==> config.mk <==
export PLATFORM = sky130hd
export DESIGN_NAME = keypad_entry_ctrl
export DESIGN_NICKNAME = d
export VERILOG_FILES = /design/src/rtl/keypad_entry_ctrl.sv
export SDC_FILE = /design/constraint.sdc
export NUM_CORES = 1
export LEC_CHECK = 0
export CAP_MARGIN = 40
export CORE_UTILIZATION = 38
export DETAILED_ROUTE_END_ITERATION = 10
export PLACE_DENSITY_LB_ADDON = 0.2
export SLEW_MARGIN = 0
export SYNTH_ARGS = -nofsm -noshare
export SYNTH_HDL_FRONTEND = slang
export SYNTH_SLANG_ARGS = --single-unit
==> constraint.sdc <==
create_clock -name clk -period 3.4 [get_ports clk]
set_input_delay 0.34 -clock clk [delete_from_list [all_inputs] [get_ports clk]]
set_output_delay 0.34 -clock clk [all_outputs]
set_load 0.02 [all_outputs]
==> src/rtl/keypad_entry_ctrl.sv <==
// Keypad entry controller: turns debounced key events into a validated 1-2 digit decimal value,
// held with a valid/ack handshake toward the charger controller.
module keypad_entry_ctrl #(
    parameter int unsigned MAX_VALUE      = 60,
    parameter int unsigned TIMEOUT_CYCLES = 10000
) (
    input  logic       clk,
    input  logic       rst_n,
    input  logic [3:0] key_value,
    input  logic       press,
    input  logic       value_ack,
    output logic [6:0] entry_value,
    output logic [3:0] digit_hi,
    output logic [3:0] digit_lo,
    output logic [1:0] digit_count,
    output logic       value_valid,
    output logic       key_error
);

    localparam logic [1:0] StEmpty = 2'd0;
    localparam logic [1:0] StEntry = 2'd1;
    localparam logic [1:0] StHold  = 2'd2;

    localparam int unsigned    CntW    = (TIMEOUT_CYCLES > 2) ? $clog2(TIMEOUT_CYCLES) : 1;
    localparam logic [CntW-1:0] TmoLast = CntW'(TIMEOUT_CYCLES - 2);
    localparam logic [6:0]      MaxVal  = 7'(MAX_VALUE);

    localparam logic [3:0] KeyConfirm = 4'd10;
    localparam logic [3:0] KeyClear   = 4'd11;
    localparam logic [3:0] KeyBack    = 4'd12;

    logic [1:0]      state_q, state_d;
    logic [3:0]      hi_q, hi_d;
    logic [3:0]      lo_q, lo_d;
    logic [1:0]      cnt_q, cnt_d;
    logic            press_q;
    logic            err_q, err_d;
    logic [CntW-1:0] tmo_q, tmo_d;

    logic       key_event;
    logic       is_digit;
    logic [6:0] value;

    assign key_event = press & ~press_q;
    assign is_digit  = (key_value <= 4'd9);
    // hi*10 built from shifts so the 7-bit sum never truncates (max 99).
    assign value     = {hi_q, 3'b000} + {2'b00, hi_q, 1'b0} + {3'b000, lo_q};

    always_comb begin
        state_d = state_q;
        hi_d    = hi_q;
        lo_d    = lo_q;
        cnt_d   = cnt_q;
        err_d   = 1'b0;
        tmo_d   = '0;
        case (state_q)
            StEmpty: begin
                if (key_event) begin
                    if (is_digit && (key_value != 4'd0)) begin
                        lo_d    = key_value;
                        cnt_d   = 2'd1;
                        state_d = StEntry;
                    end else if (key_value == KeyConfirm) begin
                        err_d = 1'b1;
                    end
                end
            end
            StEntry: begin
                tmo_d = tmo_q + 1'b1;
                if (key_event) begin
                    tmo_d = '0;
                    if (is_digit) begin
                        if (cnt_q == 2'd1) begin
                            hi_d  = lo_q;
                            lo_d  = key_value;
                            cnt_d = 2'd2;
                        end else begin
                            err_d = 1'b1;
                        end
                    end else if (key_value == KeyConfirm) begin
                        if (value <= MaxVal) begin
                            state_d = StHold;
                        end else begin
                            err_d = 1'b1;
                        end
                    end else if (key_value == KeyClear) begin
                        hi_d    = '0;
                        lo_d    = '0;
                        cnt_d   = '0;
                        state_d = StEmpty;
                    end else if (key_value == KeyBack) begin
                        if (cnt_q == 2'd2) begin
                            lo_d  = hi_q;
                            hi_d  = '0;
                            cnt_d = 2'd1;
                        end else begin
                            lo_d    = '0;
                            cnt_d   = '0;
                            state_d = StEmpty;
                        end
                    end
                end else if (tmo_q == TmoLast) begin
                    // Counter is about to reach TIMEOUT_CYCLES-1: discard like a clear.
                    tmo_d   = '0;
                    hi_d    = '0;
                    lo_d    = '0;
                    cnt_d   = '0;
                    state_d = StEmpty;
                end
            end
            StHold: begin
                if (value_ack) begin
                    hi_d    = '0;
                    lo_d    = '0;
                    cnt_d   = '0;
                    state_d = StEmpty;
                end
            end
            default: begin
                hi_d    = '0;
                lo_d    = '0;
                cnt_d   = '0;
                state_d = StEmpty;
            end
        endcase
    end

    always_ff @(posedge clk or negedge rst_n) begin
        if (!rst_n) begin
            state_q <= StEmpty;
            hi_q    <= '0;
            lo_q    <= '0;
            cnt_q   <= '0;
            press_q <= 1'b0;
            err_q   <= 1'b0;
            tmo_q   <= '0;
        end else begin
            state_q <= state_d;
            hi_q    <= hi_d;
            lo_q    <= lo_d;
            cnt_q   <= cnt_d;
            press_q <= press;
            err_q   <= err_d;
            tmo_q   <= tmo_d;
        end
    end

    assign entry_value = value;
    assign digit_hi    = hi_q;
    assign digit_lo    = lo_q;
    assign digit_count = cnt_q;
    assign value_valid = (state_q == StHold);
    assign key_error   = err_q;

endmodule

==> impl_metrics.toml, run 1 <==
[status]
outcome = "finished, final reports clean"

[worst_setup_path]
path_class = "reg2out"
cpMaxStageDelayCell = "clkdlybuf4s50_1"
crit_buf_inv = 2
worstPathCellList = "inv_1, fa_1, fa_1, nand2b_1, a21oi_1, xnor2_1, clkdlybuf4s50_1"
cpPeakStageDelay_ns = 0.64
required_ns = 3.06
cp.arrival_ns = 2.89
cp_top_family = "adder cells"
cp_max_fo = 4
cpMostUsedCell = "fa_1"
cp-start-kind = "register"
worstSetupEndpointType = "primary output"

[sta]
fin_crit_sh_pct = 95.0
slew_headroom_pct = 53.4
fmax_mhz = 310
fin_crit_ns = 3.23
drv_slew = 0
setup_violations = 0
finalHoldViolations = 0
tightest_slew_ns = 0.700
fin_worst_skew_ns = 0.00825
fin_tns_setup_ns = 0
rsz0062_at_grt = "no"

[yosys]
synth_top_cell_area_share_pct = 40.4
synthFlopType = "dfrtp_1"
syn_nets = 206
synthTopCellsByArea = "dfrtp_1, ha_1, nor2_1"
synth_seq_cells = 28
syn_area_um2 = 1740
synthArstFlopShare_pct = 100
synth-edff-count = 0
synth_cells = 187
synth_warnings = 0
synth_cell_types = 42
synth_area_leader_cell = "dfrtp_1"
seq_area_frac_synth_pct = 40.4
avgSynthCellArea_um2 = 9.28

[clock_network]
htreeDepth = 1
cts_tree = "done"
clkTransAtPathRegs_ns = 0.10
cts_buffer_depth = 2
cts_setup_buffers = 0
cts-resized-gates = 0
cts_made_buffers = 3
numClockSinks = 28
insertion_delay_ns = 0.27
ctsHoldBuffers = 0
root_buffer = "clkbuf_8"

[power_and_ir_drop]
p_per_area_nw_per_um2 = 670
leakagePower_uw = 0.000866
p_total_uw = 1390
ir_worst_vdd_mv = 0.286

[place]
port_buffers = 26
place_area_um2 = 2040
place.gp.congestion = 0.822
dp_hpwl_um = 2660

[global_routing]
grt_pass1_vias = 1377
grt_pass1_wl_um = 6410
grt.total_usage_pct = 16.4
antenna_found_initial = 0
grt_max_degree = 29
grt_remaining_overflow = 0

[floorplan]
core_um2 = 4380
rows = 24
die_x_um = 69.6
dieArea_um2 = 4840
io_pins = 27
die_y_um = 69.6
start_util_pct = 39.6

[final_layout]
seq_area_um2 = 701
multi_input_area_um2 = 947
nFillCells = 416
drive_gt1_share_pct = 4.27
area_delta_synth_final_pct = 19.8
finish.instance_area_um2 = 2080
insertedDiodeCount = 0
nNetsFinal = 232

[route]
ant_nets = 0
drt_iter0_drc = 94
vias = 1373
wl_per_cell_um = 13.8
avgViaCountPerCell = 5.22
routed_wl_um = 3640
drc = 0
firstDrtPassIters = 4

[run]
cap_violations = 0

[min_path]
min_path_type = "in2async"
[registers in the layout, summed over array words and instances (netlist names)]
register     flops
state_q          2
digit_hi         4
key_error        1
tmo_q           14
digit_count      2
press_q          1
digit_lo         4
[worst paths after layout]
path / start / endpoint / slack, ns / cells past startpoint
worst max register to register: digit_hi[0]$_DFFE_PN0P_ / state_q[0]$_DFFE_PN0P_ / 0.60 / 9
worst min-delay path: rst_n / key_error$_DFF_PN0_ / 0.44 / 2
worst max-delay path: digit_hi[0]$_DFFE_PN0P_ / entry_value[6] / 0.17 / 7
max in group asynchronous: rst_n / tmo_q[11]$_DFF_PN0_ / 2.69 / 2
min in group clk: tmo_q[0]$_DFF_PN0_ / tmo_q[0]$_DFF_PN0_ / 0.52 / 1
worst min register to register: tmo_q[0]$_DFF_PN0_ / tmo_q[0]$_DFF_PN0_ / 0.52 / 1
[layer usage]
| metal | GRT usage (%) | up-vias | share of wire, % |
|---|---|---|---|
| li1 | - | 694 | - |
| met1 | 21.4 | 647 | 47 |
| met2 | 27.6 | 28 | 48 |
| met3 | 3.49 | 4 | 3.7 |
| met4 | 4.31 | 0 | 0.96 |
| met5 | 0 | - | 0 |
[layout make-up]
| type | count | share of cell area, % |
|---|---|---|
| multi-input combinational | 138 | 45.6 |
| sequential | 28 | 33.7 |
| timing repair buffer | 27 | 12.9 |
| tap | 52 | 3.13 |
| inverter | 15 | 2.71 |
| clock buffer | 3 | 1.99 |
[stage by stage]
stage / instances / utilization, % / setup WS (ns) / hold WS, ns
after floorplan: 187 / - / 0.489 / 0.0444
after global placement: 260 / 46.5 / 0.533 / 0.500
final: 263 / 47.4 / 0.171 / 0.439
after global routing: 263 / 47.4 / 0.0211 / 0.476
after CTS: 263 / 47.4 / 0.154 / 0.456
after detailed placement: 260 / 46.5 / 0.477 / 0.505
[where the power goes]
group / internal [uW] / switching [uW]
Combinational: 338 / 389
Sequential: 396 / 87.5
Clock: 79.6 / 102
[cells by family after synthesis]
logic type                 after synthesis  synth area share [%]
and+or+nand+nor                         70                  20.0
AOI/OAI and AO/OA                       37                  14.9
DFF                                     28                  40.4
buffers and inverters                   21                  5.05
xor gates and xnor gates                14                  7.07
adders and majority gates               11                  8.80
muxes                                    6                  3.82
[cells in the final DEF (no fill, tap or decap), types with 7 or more instances in the layout]
cell and count:
dfrtp_1 28, nor2_1 26, clkdlybuf4s50_1 26, inv_1 15, nand2_1 12, a21oi_1 11
ha_1 9, xor2_1 7, xnor2_1 7
[cell usage after synthesis (3+ instances only)]
library cell  instances
nand2b_1              5
a22oi_1               4
a21o_1                4
nand4_1               5
xnor2_1               7
ha_1                  9
dfrtp_1              28
nand3_1               4
nor2b_1               5
nand2_1              12
mux2i_1               4
xor2_1                7
or3_1                 3
nor3_1                3
a21oi_1              11
o21ai_0               4
nor2_1               26
clkbuf_1              3
inv_1                15
Note: power is estimated with default switching activity, not from simulation.
==> run 2, diff against run 1 <==
--- a/config.mk
+++ b/config.mk
@@ -5,7 +5,7 @@
 export SDC_FILE = /design/constraint.sdc
 export NUM_CORES = 1
 export LEC_CHECK = 0
-export CAP_MARGIN = 40
+export CAP_MARGIN = 20
 export CORE_UTILIZATION = 38
 export DETAILED_ROUTE_END_ITERATION = 10
 export PLACE_DENSITY_LB_ADDON = 0.2
==> results of run 2 <==
The final DEF is identical to that of run 1; final timing and power are the same.
==> run 3, diff against run 2 <==
--- a/config.mk
+++ b/config.mk
@@ -5,11 +5,11 @@
 export SDC_FILE = /design/constraint.sdc
 export NUM_CORES = 1
 export LEC_CHECK = 0
-export CAP_MARGIN = 20
+export CAP_MARGIN = 40
 export CORE_UTILIZATION = 38
 export DETAILED_ROUTE_END_ITERATION = 10
 export PLACE_DENSITY_LB_ADDON = 0.2
-export SLEW_MARGIN = 0
+export SLEW_MARGIN = 20
 export SYNTH_ARGS = -nofsm -noshare
 export SYNTH_HDL_FRONTEND = slang
 export SYNTH_SLANG_ARGS = --single-unit
==> constraint.sdc (replaced) <==
create_clock -name clk -period 3.5 [get_ports clk]
set_input_delay 0.35 -clock clk [delete_from_list [all_inputs] [get_ports clk]]
set_output_delay 0.35 -clock clk [all_outputs]
set_load 0.02 [all_outputs]
==> run 3 against run 2 <==
Effect of this change:
- largest power group unchanged
- register-to-register slack improved by 0.09 ns
- worst hold slack improved by 0.015 ns
- clock skew fell by 0.0065 ns
- critical path type unchanged
- global-route usage fell by 0.15 points
- clock-buffer cell count did not move
- critical path depth did not move
- sequential power fell by 3%
- flip-flop and latch count did not move
- total power rose by 2.7%
- die area did not move
- routed wire length fell by 0.28%
- largest cell class unchanged
==> impl_metrics.toml, run 3 (synthesis results as in run 1) <==
[status]
outcome = "finished, final reports clean"

[worst_setup_path]
r2r_setup_slack_ns = 0.69
worstSetupEndpointType = "primary output"
crit_buf_inv = 2
required_ns = 3.15
r2r_end = "state_q[0]$_DFFE_PN0P_"
cp_max_fo = 4
reg2regPathDepth = 9
cpMaxStageDelayCell = "clkdlybuf4s50_1"
cp-start-kind = "register"
worstPathCellList = "inv_1, fa_1, fa_1, nand2b_1, a21oi_1, xnor2_1, clkdlybuf4s50_1"
cpMostUsedCell = "fa_1"
path_class = "reg2out"
rr_startpoint = "digit_hi[0]$_DFFE_PN0P_"
cp_top_family = "adder cells"
cp.arrival_ns = 2.89
cpPeakStageDelay_ns = 0.65

[sta]
fmax_mhz = 309
slew_headroom_pct = 53.3
holdWs_ns = 0.454
tightest_slew_ns = 0.701
fin_tns_setup_ns = 0
fin_worst_skew_ns = 0.00171
rsz0062_at_grt = "no"
setup_slack_ns = 0.262
fin_crit_sh_pct = 92.5
fin_crit_ns = 3.24
drv_slew = 0
setup_violations = 0
finalHoldViolations = 0

[final_layout]
nFillCells = 414
layout_common_cells = "dfrtp_1, nor2_1, clkdlybuf4s50_1, inv_1, nand2_1"
seq_area_um2 = 701
multi_input_area_um2 = 947
insertedDiodeCount = 0
nNetsFinal = 232
top_register = "tmo_q"
area_delta_synth_final_pct = 21.5
drive_gt1_share_pct = 4.72
mostFrequentLayoutCell = "dfrtp_1"
largest_register_ffs = 14

[route]
met1_length_um = 1720
drt_iter0_drc = 100
vias = 1376
highest_layer = "met4"
avgViaCountPerCell = 5.21
drc = 0
firstDrtPassIters = 4
wl_met3_um = 125
ant_nets = 0
routed_wl_um = 3630
wl_met2_um = 1750
wl_per_cell_um = 13.7

[global_routing]
grt_pass1_vias = 1381
antenna_found_initial = 0
grt_remaining_overflow = 0
grt_pass1_wl_um = 6270
grt_max_degree = 29
grt.total_usage_pct = 16.3

[clock_network]
numClockSinks = 28
cts_setup_buffers = 0
ctsHoldBuffers = 0
clkTransAtPathRegs_ns = 0.10
cts-resized-gates = 0
root_buffer = "clkbuf_8"
cts_tree = "done"
htreeDepth = 1
cts_buffer_depth = 2
insertion_delay_ns = 0.27
cts_made_buffers = 3

[floorplan]
die_x_um = 69.6
die_y_um = 69.6
io_pins = 27
rows = 24
core_um2 = 4380
start_util_pct = 39.6
dieArea_um2 = 4840

[power_and_ir_drop]
ir_worst_vdd_mv = 0.271
leakagePower_uw = 0.000880
p_per_area_nw_per_um2 = 678

[place]
dp_hpwl_um = 2660
place.gp.congestion = 0.820
dp_slack_ns = 0.585
port_buffers = 26

[run]
cap_violations = 0

[min_path]
min_path_type = "in2async"
-- run 3: worst reg2reg max path, cell delays in order, from the launching register on --
cell and delay (ns):
dfrtp_1 0.40, inv_1 0.09, fa_1 0.53, fa_1 0.46
nand2b_1 0.16, a21oi_1 0.15, xnor2_1 0.11, a31oi_1 0.34
o21ai_1 0.15, mux2_4 0.31
-- run 3: layout make-up --
cell class / count / share of cell area, %
repair buffers: 27 / 12.7
clock buffers: 3 / 1.96
multi-input cells: 138 / 44.9
clock inverters: 1 / 1.42
inverters: 15 / 2.67
flip-flops and latches: 28 / 33.2
well taps: 52 / 3.09
-- run 3: how the worst max path moves through the flow --
stage	startpoint	endpoint	slack (ns)	cells after the start
after CTS	digit_hi[0]$_DFFE_PN0P_	entry_value[6]	0.26	7
after global routing	digit_hi[0]$_DFFE_PN0P_	entry_value[6]	0.13	7
after floorplan	digit_hi[0]$_DFFE_PN0P_	state_q[0]$_DFFE_PN0P_	0.59	10
final	digit_hi[0]$_DFFE_PN0P_	entry_value[6]	0.26	7
after global placement	digit_hi[0]$_DFFE_PN0P_	entry_value[6]	0.62	7
after detailed placement	digit_hi[0]$_DFFE_PN0P_	entry_value[6]	0.58	7
-- run 3: stage by stage --
stage | utilization, % | std cells | total power (uW) | instance area, um2
floorplan | - | 187 | 940 | 1740
global placement | 46.5 | 260 | 1190 | 2040
detailed placement | 46.5 | 260 | 1180 | 2040
CTS | 48.1 | 264 | 1450 | 2110
global route | 48.1 | 264 | 1530 | 2110
finish | 48.1 | 264 | 1430 | 2110
-- run 3: where the power goes --
part | internal (uW) | total, uW | switching (uW)
Sequential | 384 | 468 | 83.8
Clock | 153 | 255 | 102
Combinational | 328 | 707 | 379
Total | 866 | 1430 | 564
-- run 3: per-layer routing --
metal,up-vias,GRT usage [%]
li1,697,-
met1,645,20.1
met2,28,28.3
met3,6,3.49
met4,0,5.22
met5,-,0
